`src/rtl/sw_stream_feeder.sv`:
```
// sw_stream_feeder
// Feeds one Smith-Waterman alignment run into PE 0 of a systolic PE array.
// The query bases are loaded first (one per store_S_out strobe), then the
// reference bases are streamed (one per init_out strobe). After the reference
// the array is given NUM_PE cycles to drain. A run then ends with a done
// pulse, or with no done pulse if the reference stream ran dry.
//
// Ports:
//   clk, rst            clock, synchronous active-high reset
//   start               single-cycle run request, honoured only in IDLE
//   query_len, ref_len  run lengths, sampled with start
//   q_base/q_valid/q_ready   query base stream (valid/ready)
//   r_base/r_valid/r_ready   reference base stream (valid/ready)
//   V_out, F_out        boundary score / left-gap word into PE 0 (always 0)
//   S_out, store_S_out  query base and store strobe into PE 0
//   T_out, init_out     reference base and compute-active strobe into PE 0
//   busy                high whenever the FSM is not in IDLE
//   done                one-cycle pulse at the end of a clean run
//   err                 one-cycle pulse on a rejected start or an underrun
//   state_dbg           current FSM state, for observation only
//
// Handshake: a transfer happens on a rising edge where valid && ready are both
// high. ready is registered and does not depend on valid. The producer must
// hold its base stable while valid is high and ready is low. The strobe that
// belongs to a transfer on edge k shows on the outputs right after edge k.
module sw_stream_feeder #(
  parameter int WIDTH  = 10,
  parameter int NUM_PE = 16,
  parameter int LEN_W  = 16
) (
  input  logic             clk,
  input  logic             rst,
  input  logic             start,
  input  logic [LEN_W-1:0] query_len,
  input  logic [LEN_W-1:0] ref_len,
  input  logic [1:0]       q_base,
  input  logic             q_valid,
  output logic             q_ready,
  input  logic [1:0]       r_base,
  input  logic             r_valid,
  output logic             r_ready,
  output logic [WIDTH-1:0] V_out,
  output logic [WIDTH-1:0] F_out,
  output logic [1:0]       S_out,
  output logic             store_S_out,
  output logic [1:0]       T_out,
  output logic             init_out,
  output logic             busy,
  output logic             done,
  output logic             err,
  output logic [2:0]       state_dbg
);

  localparam int DRAIN_W = (NUM_PE > 1) ? $clog2(NUM_PE) : 1;
  localparam logic [DRAIN_W-1:0] DRAIN_LAST = DRAIN_W'(NUM_PE - 1);

  typedef enum logic [2:0] {
    IDLE     = 3'd0,
    LOAD_Q   = 3'd1,
    STREAM_R = 3'd2,
    DRAIN    = 3'd3,
    FINISH   = 3'd4
  } state_t;

  state_t             state;
  logic [LEN_W-1:0]   q_len_r;
  logic [LEN_W-1:0]   r_len_r;
  logic [LEN_W-1:0]   q_cnt;
  logic [LEN_W-1:0]   r_cnt;
  logic [DRAIN_W-1:0] drain_cnt;
  logic               underrun;

  logic [LEN_W-1:0] q_cnt_nxt;
  logic [LEN_W-1:0] r_cnt_nxt;
  logic             start_ok;

  assign q_cnt_nxt = q_cnt + LEN_W'(1);
  assign r_cnt_nxt = r_cnt + LEN_W'(1);
  assign start_ok  = (query_len != '0) && (query_len <= LEN_W'(NUM_PE)) &&
                     (ref_len != '0);

  // PE 0 always sees a zero boundary score and gap.
  assign V_out     = '0;
  assign F_out     = '0;
  assign state_dbg = state;

  always_ff @(posedge clk) begin
    if (rst) begin
      state       <= IDLE;
      q_len_r     <= '0;
      r_len_r     <= '0;
      q_cnt       <= '0;
      r_cnt       <= '0;
      drain_cnt   <= '0;
      underrun    <= 1'b0;
      q_ready     <= 1'b0;
      r_ready     <= 1'b0;
      S_out       <= '0;
      store_S_out <= 1'b0;
      T_out       <= '0;
      init_out    <= 1'b0;
      busy        <= 1'b0;
      done        <= 1'b0;
      err         <= 1'b0;
    end else begin
      // Strobes and pulses are high for a single cycle only.
      store_S_out <= 1'b0;
      init_out    <= 1'b0;
      done        <= 1'b0;
      err         <= 1'b0;
      case (state)
        IDLE: begin
          if (start) begin
            if (start_ok) begin
              q_len_r   <= query_len;
              r_len_r   <= ref_len;
              q_cnt     <= '0;
              r_cnt     <= '0;
              drain_cnt <= '0;
              underrun  <= 1'b0;
              q_ready   <= 1'b1;
              busy      <= 1'b1;
              state     <= LOAD_Q;
            end else begin
              err <= 1'b1;
            end
          end
        end
        LOAD_Q: begin
          // If no transfer happens, S_out keeps its value and the strobe stays low.
          if (q_valid && q_ready) begin
            S_out       <= q_base;
            store_S_out <= 1'b1;
            q_cnt       <= q_cnt_nxt;
            if (q_cnt_nxt == q_len_r) begin
              q_ready <= 1'b0;
              r_ready <= 1'b1;
              state   <= STREAM_R;
            end
          end
        end
        STREAM_R: begin
          if (r_valid && r_ready) begin
            T_out    <= r_base;
            init_out <= 1'b1;
            r_cnt    <= r_cnt_nxt;
            if (r_cnt_nxt == r_len_r) begin
              r_ready <= 1'b0;
              state   <= DRAIN;
            end
          end else begin
            // The array cannot take bubbles, so a missing base ends the run.
            T_out    <= '0;
            err      <= 1'b1;
            underrun <= 1'b1;
            r_ready  <= 1'b0;
            state    <= DRAIN;
          end
        end
        DRAIN: begin
          T_out <= '0;
          if (drain_cnt == DRAIN_LAST) begin
            done  <= ~underrun;
            state <= FINISH;
          end else begin
            drain_cnt <= drain_cnt + DRAIN_W'(1);
          end
        end
        FINISH: begin
          busy  <= 1'b0;
          state <= IDLE;
        end
        default: begin
          q_ready <= 1'b0;
          r_ready <= 1'b0;
          busy    <= 1'b0;
          state   <= IDLE;
        end
      endcase
    end
  end

endmodule

```
`config.mk`:
```
export PLATFORM = sky130hd
export DESIGN_NAME = sw_stream_feeder
export DESIGN_NICKNAME = d
export VERILOG_FILES = /design/src/rtl/sw_stream_feeder.sv
export SDC_FILE = /design/constraint.sdc
export NUM_CORES = 1
export LEC_CHECK = 0
export ABC_AREA = 1
export ABC_CLOCK_PERIOD_IN_PS = 2570
export BUFFER_PORTS_ARGS = -buffer_cell sky130_fd_sc_hd__buf_4
export CAP_MARGIN = 5
export CELL_PAD_IN_SITES_DETAIL_PLACEMENT = 2
export CELL_PAD_IN_SITES_GLOBAL_PLACEMENT = 2
export CORE_ASPECT_RATIO = 0.7
export CORE_MARGIN = 2
export CORE_UTILIZATION = 32
export CTS_BUF_LIST = sky130_fd_sc_hd__clkbuf_4
export DETAILED_ROUTE_END_ITERATION = 7
export GPL_TIMING_DRIVEN = 0
export PLACE_DENSITY_LB_ADDON = 0.1
export SLEW_MARGIN = 40
export SYNTH_ARGS = -nofsm -noshare
export SYNTH_HDL_FRONTEND = slang
export SYNTH_SLANG_ARGS = --single-unit
```
`constraint.sdc`:
```
create_clock -name clk -period 2.57 [get_ports clk]
set_input_delay 0.771 -clock clk [delete_from_list [all_inputs] [get_ports clk]]
set_output_delay 0.771 -clock clk [all_outputs]
set_load 0.05 [all_outputs]
```
==> summary.txt, run 1 <==
Flop pwr share -> 56.6%
GR Util All Layers -> 23.4%
RSZ-0062 raised after global routing -> false
complex-gate fraction of the synthesized area -> 12.5%
clock tree root buffer cell -> clkbuf_4
largest family of logic cells by synthesized area -> simple AND/OR/NAND/NOR gates
H-tree depth -> 3
Clk pwr share -> 34.8%
Critical Path Source Type -> input pin
Die Ht -> 108 µm
Final Skew -> 18.1 ps
Max Slew Vio Count -> 0
Placement Cell Area -> 5630 µm²
Post-Synth Simple-Gate Area -> 38.1%
clock latency at the later pin of the worst-skew pair -> 480 ps
PortBufs -> 54
Tcrit/Tclk final -> 94.1%
Vias -> 5,226
IO Pins -> 75
worst relative slew slack -> 55.0%
Fill cells -> 1,841
Final Worst Setup Slack -> 151 ps
die area -> 16,400 µm²
largest net degree at the start of global routing -> 14
Hold Path Origin -> underrun
drt wl/cell -> 18.1 µm
FF+latch area -> 1660 µm²
chip width -> 152 µm
Hold EP -> done
Post-Layout Cell Count -> 1,029
Antenna Nets Post-Route -> 0
adder-cell share of the synthesized area -> 0.764%
Logic pwr share -> 8.6%
R2R cell count -> 14
routed wire length -> 18.6 mm
worst r2r dst -> state_dbg[0]
P_sw -> 0.635 mW
Mapped Avg Cell Area -> 6.60 µm²
R2R setup slack -> 210 ps
Clock transition at path regs -> 150 ps
final design instance area without fill -> 5840 µm²
core box area -> 14,900 µm²
power density over the cells -> 390 nW/µm²
reg-to-reg critical path startpoint -> r_cnt[0]
final setup fails -> 0
hpwl dp -> 14.9 mm
Synth Warn # -> 0
pre-CTS WS -> -811 ps
Pleak -> 2.49 nW
vias in the first global route -> 5,499
row cnt -> 37
post-synth top area cell -> dfxtp_1
mux contribution to synthesized area -> 0%
worst-margin pin slew -> 675 ps
Sw Ratio -> 27.9%
hold depth -> 1
Avg Vias per Cell -> 5.08
internal power -> 1.64 mW
total negative setup slack -> 0 ps
CTS tree -> built
Crit Path Max Fanout -> 10
initial antenna violation count -> 0
diode count -> 0
P&R area growth vs syn -> 18.8%
crit path DAT -> 2830 ps
CTS buffer count -> 9
multi-input logic area -> 2760 µm²
Hold Fails Final Rpt -> 0
Seq/Total Area, Yosys -> 33.8%
Max Fclk -> 413 MHz
Initial Utilization -> 33.0%
top-area cell type share of the netlist area -> 33.8%
Inst Count DP -> 1,012
dominant cells by area after synthesis -> dfxtp_1 (34%), nand2_1 (13%), nand3_1 (8.7%)
Synth Instances -> 744
final net count -> 874
CTS max path bufs -> 2
min cycle time layout -> 2420 ps
maximum vdd drop -> 0.171 mV
proportion of layout cells with a drive suffix above 1 -> 19.1%
drt drc -> 0
global route overflow -> 0
global-route wire length before repair -> 30.0 mm
CP endpoint kind -> register
DR pass1 iterations -> 4
required time worst endpoint -> 2980 ps
cts hold-fix bufs -> 0
Synth Register Bits -> 83
worst hold path class -> register to register
1st-iter DRT viols -> 235
synth unique cells -> 42
max-cap viol count -> 0
Synth Area in XOR/XNOR -> 2.17%
critical path class -> input pin to register
outcome -> finished clean
synthesized area -> 4910 µm²
GP Congestion -> 0.911
# clock sinks -> 83
## registers in the layout, indices dropped and copies added (netlist names)
name and cells:
q_ready 1, drain_cnt 4, q_len_r 16, done 1, q_cnt 16, r_ready 1, state_dbg 3, store_S_out 1
r_cnt 16, r_len_r 16, S_out 2, err 1, busy 1, underrun 1, T_out 2, init_out 1
## worst max-delay path by stage
stage	slack, ps	startpoint	cells past startpoint	end
after floorplan	480	query_len[15]	11	r_cnt[0]
after global placement	-790	ref_len[8]	9	r_len_r[12]
after detailed placement	-810	ref_len[8]	9	r_len_r[11]
after CTS	30	query_len[15]	11	q_cnt[13]
after global routing	0.5	r_cnt[0]	16	state_dbg[0]
final	150	ref_len[8]	11	r_cnt[13]
## power by group through the flow
| stage | Sequential, mW | Clock (mW) | Combinational, mW |
|---|---|---|---|
| after floorplan | 1.32 | 0 | 0.112 |
| after global placement | 1.32 | 0 | 0.191 |
| after detailed placement | 1.32 | 0 | 0.192 |
| after CTS | 1.29 | 0.822 | 0.194 |
| after global routing | 1.29 | 0.867 | 0.209 |
| final | 1.29 | 0.792 | 0.197 |
## stage by stage
stage                     hold slack (ps)  utilization [%]  power, mW
after CTS                             461             38.8       2.30
final                                 458             39.3       2.28
after detailed placement              436             37.9       1.51
after global routing                  470             39.3       2.36
after global placement                426             37.9       1.51
after floorplan                       399                -       1.43
## logic make-up (layout without fill, tap and decap cells)
family,count (synthesis),in the layout
and+or+nand+nor,405,405
adders and majority gates,3,3
other,1,20
DFF,83,83
buffers and inverters,141,212
xor gates and xnor gates,9,9
AOI/OAI and AO/OA,102,102
## per-layer routing
layer | share of wire [%] | global-route usage (%) | vias to the layer above
li1 | - | - | 2544
met1 | 53 | 34.4 | 2559
met2 | 42 | 35.9 | 115
met3 | 4.3 | 4.43 | 8
met4 | 0.62 | 4.27 | 0
met5 | 0 | 0 | -
## layout make-up
| class | instances | share of cell area, % |
|---|---|---|
| multi-input cells | 539 | 47.3 |
| flip-flops and latches | 83 | 28.5 |
| repair buffers | 56 | 7.20 |
| inverters | 100 | 6.45 |
| plain buffers | 41 | 4.27 |
| well taps | 195 | 4.18 |
| clock buffers | 9 | 1.16 |
| clock inverters | 6 | 0.986 |
## critical path, cell delays in order
cell and delay (ps):
buf_4 120, nor4_2 460, nand4_1 180, nand3_1 150, nand2_1 80, nand2_1 130
inv_1 100, nand2_1 290, clkbuf_4 310, nand2_1 80, a21oi_1 150
## layout by cell type (no fill, tap or decap), drive strengths merged
cell type / n
xnor2: 3
nand3: 89
xor2: 4
nor2: 100
dfxtp: 83
a21oi: 48
clkinv: 6
xnor3: 2
and2: 1
bufinv: 1
nand4: 13
or2: 2
a32o: 2
o22ai: 1
ha: 3
conb: 20
nor4: 6
buf: 86
nand2: 182
nor3: 10
nand3b: 2
o21bai: 4
clkbuf: 20
inv: 99
a211oi: 21
o21ai: 25
a31oi: 1
## repair_timing
item,in CTS,in global routing
gates resized for setup,4,14
cloned,0,0
endpoints found under the setup margin,50,49
hold endpoints to repair,0,0
pin swaps,0,1
setup buffers,0,2
## Yosys cell counts
master	n
a211oi_1	21
a21oi_1	46
a21oi_2	1
a21oi_4	1
a31oi_1	1
a32o_1	2
and2_1	1
buf_1	5
buf_2	8
buf_4	20
clkbuf_1	8
clkinv_2	1
conb_1	1
dfxtp_1	83
ha_1	3
inv_1	94
inv_2	5
nand2_1	168
nand2_2	11
nand2_4	3
nand3_1	85
nand3_2	3
nand3_4	1
nand3b_1	2
nand4_1	13
nor2_1	87
nor2_2	7
nor2_4	5
nor2_8	1
nor3_1	7
nor3_2	3
nor4_1	6
o21ai_0	22
o21ai_1	1
o21ai_2	2
o21bai_1	2
o21bai_2	2
o22ai_1	1
or2_2	2
xnor2_1	3
xnor3_1	2
xor2_1	4
(Power assumes the default switching activity.)
==> run 2: changes to the inputs <==
--- a/config.mk
+++ b/config.mk
@@ -6,7 +6,7 @@
 export NUM_CORES = 1
 export LEC_CHECK = 0
 export ABC_AREA = 1
-export ABC_CLOCK_PERIOD_IN_PS = 2570
+export ABC_CLOCK_PERIOD_IN_PS = 2700
 export BUFFER_PORTS_ARGS = -buffer_cell sky130_fd_sc_hd__buf_4
 export CAP_MARGIN = 5
 export CELL_PAD_IN_SITES_DETAIL_PLACEMENT = 2
==> constraint.sdc (replaced) <==
create_clock -name clk -period 2.7 [get_ports clk]
set_input_delay 0.81 -clock clk [delete_from_list [all_inputs] [get_ports clk]]
set_output_delay 0.81 -clock clk [all_outputs]
set_load 0.05 [all_outputs]
==> summary.txt, run 2 (synthesis gave the netlist of run 1 again) <==
outcome -> finished clean (unchanged)
Critical Path Source Type -> input pin (unchanged)
R2R setup slack -> 260 ps (was 210 ps)
Final Skew -> 19.0 ps (was 18.1 ps)
Initial Utilization -> 33.0% (unchanged)
Clock transition at path regs -> 140 ps (was 150 ps)
clock tree root buffer cell -> clkbuf_4 (unchanged)
Crit Path Max Fanout -> 10 (unchanged)
Hold EP -> done (unchanged)
Antenna Nets Post-Route -> 0 (unchanged)
CP bufs+invs -> 3 (unchanged)
drt drc -> 0 (unchanged)
CTS tree -> built (unchanged)
hpwl dp -> 14.9 mm (unchanged)
power density over the cells -> 373 nW/µm² (was 390 nW/µm²)
crit path DAT -> 2870 ps (was 2830 ps)
internal power -> 1.56 mW (was 1.64 mW)
hold depth -> 1 (unchanged)
Max Slew Vio Count -> 0 (unchanged)
largest net degree at the start of global routing -> 14 (unchanged)
critical path class -> input pin to register (unchanged)
Hold Path Origin -> underrun (unchanged)
vias in the first global route -> 5,492 (was 5,499)
Pleak -> 2.47 nW (was 2.49 nW)
Fill cells -> 1,845 (was 1,841)
H-tree depth -> 3 (unchanged)
worst hold path class -> register to register (unchanged)
global route overflow -> 0 (unchanged)
worst stage delay on the critical path -> 460 ps (about the same)
worst-margin pin slew -> 677 ps (was 675 ps)
clock latency at the later pin of the worst-skew pair -> 470 ps (was 480 ps)
GP Congestion -> 0.911 (unchanged)
GR Util All Layers -> 23.4% (about the same)
worst r2r dst -> state_dbg[0] (unchanged)
IO Pins -> 75 (unchanged)
R2R cell count -> 14 (unchanged)
GRT met3 Usage -> 4.43% (unchanged)
RSZ-0062 raised after global routing -> false (unchanged)
required time worst endpoint -> 3100 ps (was 2980 ps)
slowest CP cell -> nor4_2 (unchanged)
GR Layer Usage met1 -> 34.4% (unchanged)
routed wire length -> 18.6 mm (about the same)
P_sw -> 0.601 mW (was 0.635 mW)
max-cap viol count -> 0 (unchanged)
multi-input logic area -> 2740 µm² (was 2760 µm²)
post-layout util -> 39.0% (was 39.3%)
family with the most delay on the worst path -> simple AND/OR/NAND/NOR gates (unchanged)
core box area -> 14,900 µm² (unchanged)
met2 Use GR -> 35.8% (was 35.9%)
most frequent cells in the layout -> nand2_1 (167), inv_1 (94), nor2_1 (87) (was nand2_1 (166), inv_1 (94), nor2_1 (86))
final setup fails -> 0 (unchanged)
crit-path cells -> buf_4, nor4_2, nand4_1, nand3_1, nand2_1, nand2_1, inv_1, nand2_1, buf_2, nand2_1, a21oi_1 (was buf_4, nor4_2, nand4_1, nand3_1, nand2_1, nand2_1, inv_1, nand2_1, clkbuf_4, nand2_1, a21oi_1)
CTS buffer count -> 9 (unchanged)
# Post-CTS Setup Buffers -> 0 (unchanged)
Hold Fails Final Rpt -> 0 (unchanged)
proportion of layout cells with a drive suffix above 1 -> 18.3% (was 19.1%)
busiest grt layer -> met2 (unchanged)
global-route wire length before repair -> 29.9 mm (was 30.0 mm)
chip width -> 152 µm (unchanged)
Flop pwr share -> 56.7% (was 56.6%)
reg-to-reg critical path startpoint -> r_cnt[0] (unchanged)
commonest non-fill, non-tap cell in the layout -> nand2_1 (unchanged)
min cycle time layout -> 2470 ps
1st-iter DRT viols -> 209 (was 235)
CTS max path bufs -> 2 (unchanged)
maximum vdd drop -> 0.161 mV (was 0.171 mV)
P&R area growth vs syn -> 18.0% (was 18.8%)
drt wl/cell -> 18.1 µm (about the same)
row cnt -> 37 (unchanged)
Max Fclk -> 405 MHz
diode count -> 0 (unchanged)
initial antenna violation count -> 0 (unchanged)
die area -> 16,400 µm² (unchanged)
FF+latch area -> 1660 µm² (unchanged)
Die Ht -> 108 µm (unchanged)
worst relative slew slack -> 54.9% (was 55.0%)
CP endpoint kind -> register (unchanged)
Tcrit/Tclk final -> 91.4%
Vias -> 5,159 (was 5,226)
# clock sinks -> 83 (unchanged)
Avg Vias per Cell -> 5.02 (was 5.08)
Min Hold Slack -> 460 ps (was 458 ps)
final net count -> 872 (was 874)
DR pass1 iterations -> 4 (unchanged)
most used cell along the critical path -> nand2_1 (unchanged)
Clk pwr share -> 34.7% (was 34.8%)
Logic pwr share -> 8.7% (was 8.6%)
PortBufs -> 54 (unchanged)
Sw Ratio -> 27.8% (was 27.9%)
run 2: cell types whose count changed in the layout (fill, tap and decap cells not counted), sizes merged:
| cell | previous run | this run |
|---|---|---|
| clkbuf | 20 | 18 |
run 2: worst max-delay path by stage:
stage	start	endpoint	slack [ps]	depth (start not counted)
after floorplan	query_len[15]	r_cnt[0]	570	11
final	ref_len[8]	r_cnt[8]	230	11
after global routing	r_cnt[0]	state_dbg[0]	50	14
after global placement	ref_len[8]	r_len_r[12]	-700	9
after detailed placement	ref_len[8]	r_len_r[11]	-720	9
after CTS	query_len[15]	q_cnt[2]	0.9	10
run 2: power by group through the flow:
stage	registers [mW]	clock network, mW	logic, mW
global route	1.23	0.825	0.198
global placement	1.25	0	0.182
floorplan	1.26	0	0.106
CTS	1.23	0.783	0.184
detailed placement	1.25	0	0.183
finish	1.23	0.750	0.188
run 2: through the flow:
| stage | TNS (ps) | area [µm²] | setup WS (ps) | instances | total power [mW] |
|---|---|---|---|---|---|
| floorplan | 0 | 4980 | 571 | 763 | 1.36 |
| global route | 0 | 5790 | 45.4 | 1027 | 2.25 |
| CTS | 0 | 5770 | 0.949 | 1027 | 2.19 |
| detailed placement | -32740 | 5630 | -720 | 1012 | 1.44 |
| global placement | -31870 | 5630 | -700 | 1012 | 1.43 |
| finish | 0 | 5790 | 232 | 1027 | 2.16 |
run 2: area by class of cell:
class	count	share of cell area, %
Buffer	41	4.21
Tap cell	195	4.21
Timing Repair Buffer	54	7.00
Inverter	100	6.50
Sequential cell	83	28.7
Multi-Input combinational cell	539	47.2
Clock inverter	6	0.993
Clock buffer	9	1.17
run 2: routing by layer:
| layer | vias to the layer above | share of wire [%] | routed length [µm] |
|---|---|---|---|
| met3 | 7 | 4.9 | 915 |
| met1 | 2502 | 53 | 9770 |
| li1 | 2538 | - | - |
| met4 | 0 | 0.59 | 110 |
| met2 | 112 | 42 | 7800 |
| met5 | - | 0 | 0 |
run 2: what timing repair did:
action / in CTS / in global routing
setup endpoints to repair: 27 / 33
resized for setup: 3 / 8
hold buffers: 0 / 0
==> run 3: changes to the inputs <==
==> constraint.sdc (replaced) <==
create_clock -name clk -period 2.7 [get_ports clk]
set_input_delay 0.27 -clock clk [delete_from_list [all_inputs] [get_ports clk]]
set_output_delay 0.27 -clock clk [all_outputs]
set_load 0.05 [all_outputs]
==> summary.txt, run 3 (synthesis gave the netlist of run 1 again) <==
drt drc -> 0 (unchanged)
clock tree root buffer cell -> clkbuf_4 (unchanged)
row cnt -> 37 (unchanged)
GP Congestion -> 0.911 (unchanged)
most frequent cells in the layout -> nand2_1 (167), inv_1 (94), nor2_1 (87) (unchanged)
Hold Path Origin -> ref_len[10] (was underrun)
GR Util All Layers -> 23.5% (was 23.4%)
critical path class -> input pin to register (unchanged)
routed wire length -> 18.6 mm (about the same)
core box area -> 14,900 µm² (unchanged)
worst stage delay on the critical path -> 710 ps (was 460 ps)
final design instance area without fill -> 5790 µm² (about the same)
Antenna Nets Post-Route -> 0 (unchanged)
Fill cells -> 1,837 (was 1,845)
1st-iter DRT viols -> 257 (was 209)
Tcrit/Tclk final -> 92.2% (was 91.4%)
Die Ht -> 108 µm (unchanged)
proportion of layout cells with a drive suffix above 1 -> 17.5% (was 18.3%)
Hold Fails Final Rpt -> 0 (unchanged)
Avg Vias per Cell -> 5.03 (was 5.02)
Max Fclk -> 402 MHz (was 405 MHz)
worst-margin pin slew -> 814 ps (was 677 ps)
Pleak -> 2.47 nW (about the same)
hold depth -> 3 (was 1)
diode count -> 0 (unchanged)
chip width -> 152 µm (unchanged)
commonest non-fill, non-tap cell in the layout -> nand2_1 (unchanged)
P&R area growth vs syn -> 17.9% (was 18.0%)
H-tree depth -> 3 (unchanged)
RSZ-0062 raised after global routing -> false (unchanged)
global route overflow -> 0 (unchanged)
PortBufs -> 54 (unchanged)
CP endpoint kind -> register (unchanged)
maximum vdd drop -> 0.162 mV (was 0.161 mV)
drt wl/cell -> 18.1 µm (about the same)
min cycle time layout -> 2490 ps (was 2470 ps)
worst hold path class -> input pin to register (was register to register)
# Post-CTS Setup Buffers -> 0 (unchanged)
most used cell along the critical path -> nand3_1 (was nand2_1)
global-route wire length before repair -> 30.0 mm (was 29.9 mm)
CTS buffer count -> 9 (unchanged)
slowest CP cell -> nor4_1 (was nor4_2)
clock latency at the later pin of the worst-skew pair -> 480 ps (was 470 ps)
R2R setup slack -> 270 ps (was 260 ps)
DR pass1 iterations -> 5 (was 4)
max-cap viol count -> 0 (unchanged)
die area -> 16,400 µm² (unchanged)
final net count -> 874 (was 872)
Critical Path Source Type -> input pin (unchanged)
Post-Layout Cell Count -> 1,029 (was 1,027)
hpwl dp -> 14.9 mm (unchanged)
power density over the cells -> 374 nW/µm² (was 373 nW/µm²)
crit-path cells -> buf_4, nor4_1, nand4_1, nand3_1, inv_1, nand3_1, buf_2, buf_1, a211oi_1 (was buf_4, nor4_2, nand4_1, nand3_1, nand2_1, nand2_1, inv_1, nand2_1, buf_2, nand2_1, a21oi_1)
CTS max path bufs -> 2 (unchanged)
Initial Utilization -> 33.0% (unchanged)
CTS tree -> built (unchanged)
vias in the first global route -> 5,509 (was 5,492)
initial antenna violation count -> 0 (unchanged)
largest net degree at the start of global routing -> 14 (unchanged)
Vias -> 5,178 (was 5,159)
IO Pins -> 75 (unchanged)
Hold EP -> r_len_r[10] (was done)
R2R cell count -> 16 (was 14)
crit path DAT -> 2820 ps (was 2870 ps)
Max Slew Vio Count -> 0 (unchanged)
outcome -> finished clean (unchanged)
Clock transition at path regs -> 140 ps (about the same)
final setup fails -> 0 (unchanged)
Inst Count DP -> 1,012 (unchanged)
Placement Cell Area -> 5630 µm² (unchanged)
worst relative slew slack -> 45.3% (was 54.9%)
reg-to-reg critical path startpoint -> q_cnt[0] (was r_cnt[0])
required time worst endpoint -> 3030 ps (was 3100 ps)
Final Skew -> 21.4 ps (was 19.0 ps)
Crit Path Max Fanout -> 10 (unchanged)
worst r2r dst -> state_dbg[0] (unchanged)
# clock sinks -> 83 (unchanged)
==> run 3: cell count changes in the layout (fill, tap and decap cells not counted), sizes merged <==
cell,delta
clkbuf,-1
dlygate4sd3,+2
buf,+1
==> run 3: layout make-up <==
cell class | instances | area [µm²] | share of cell area (%)
Multi-Input combinational cell | 539 | 2720 | 46.9
Sequential cell | 83 | 1660 | 28.7
Timing Repair Buffer | 56 | 425 | 7.35
Inverter | 100 | 377 | 6.50
Tap cell | 195 | 244 | 4.21
Buffer | 41 | 240 | 4.15
Clock buffer | 9 | 67.6 | 1.17
Clock inverter | 6 | 57.6 | 0.994
==> run 3: critical path, delay by kind of cell <==
family,cells,cell delay [ps]
AND/OR/NAND/NOR,4,1270
buffers and inverters,4,1080
AO/OA/AOI/OAI,1,170
==> run 3: layer usage <==
layer  routed length (µm)  track usage [%]
met5                    0                0
met4                  116             4.27
met3                  794             4.31
met2                 7830             36.1
met1                 9880             34.5
==> run 3: through the flow <==
stage / setup WS (ps) / hold WS, ps / TNS (ps) / util, % / power (mW)
finish: 212 / 78.2 / 0 / 39.0 / 2.17
global route: 45.4 / 56.6 / 0 / 39.0 / 2.25
CTS: 65.2 / 50.6 / 0 / 38.9 / 2.20
detailed placement: -180 / 436 / -2080 / 37.9 / 1.44
global placement: -160 / 426 / -1820 / 37.9 / 1.43
floorplan: 773 / 396 / 0 / - / 1.36
==> run 3: worst max-delay path by stage <==
stage	from	to	cells past startpoint
finish	ref_len[8]	r_len_r[11]	9
global route	r_cnt[0]	state_dbg[0]	14
CTS	state_dbg[0]	q_cnt[2]	6
detailed placement	ref_len[8]	r_len_r[11]	9
global placement	ref_len[8]	r_len_r[12]	9
floorplan	state_dbg[1]	drain_cnt[2]	11
==> run 3: power by group <==
group	switching [mW]	leakage [nW]	internal (mW)
clock	0.483	0.0730	0.271
sequential	0.000356	0.668	1.23
combinational	0.122	1.73	0.0667
total	0.605	2.47	1.56
==> run 3: repair_timing <==
action                                 CTS  global route
hold buffers                             2             0
resized for setup                        0             5
setup endpoints to repair                0            12
endpoints found under the hold margin    2             0
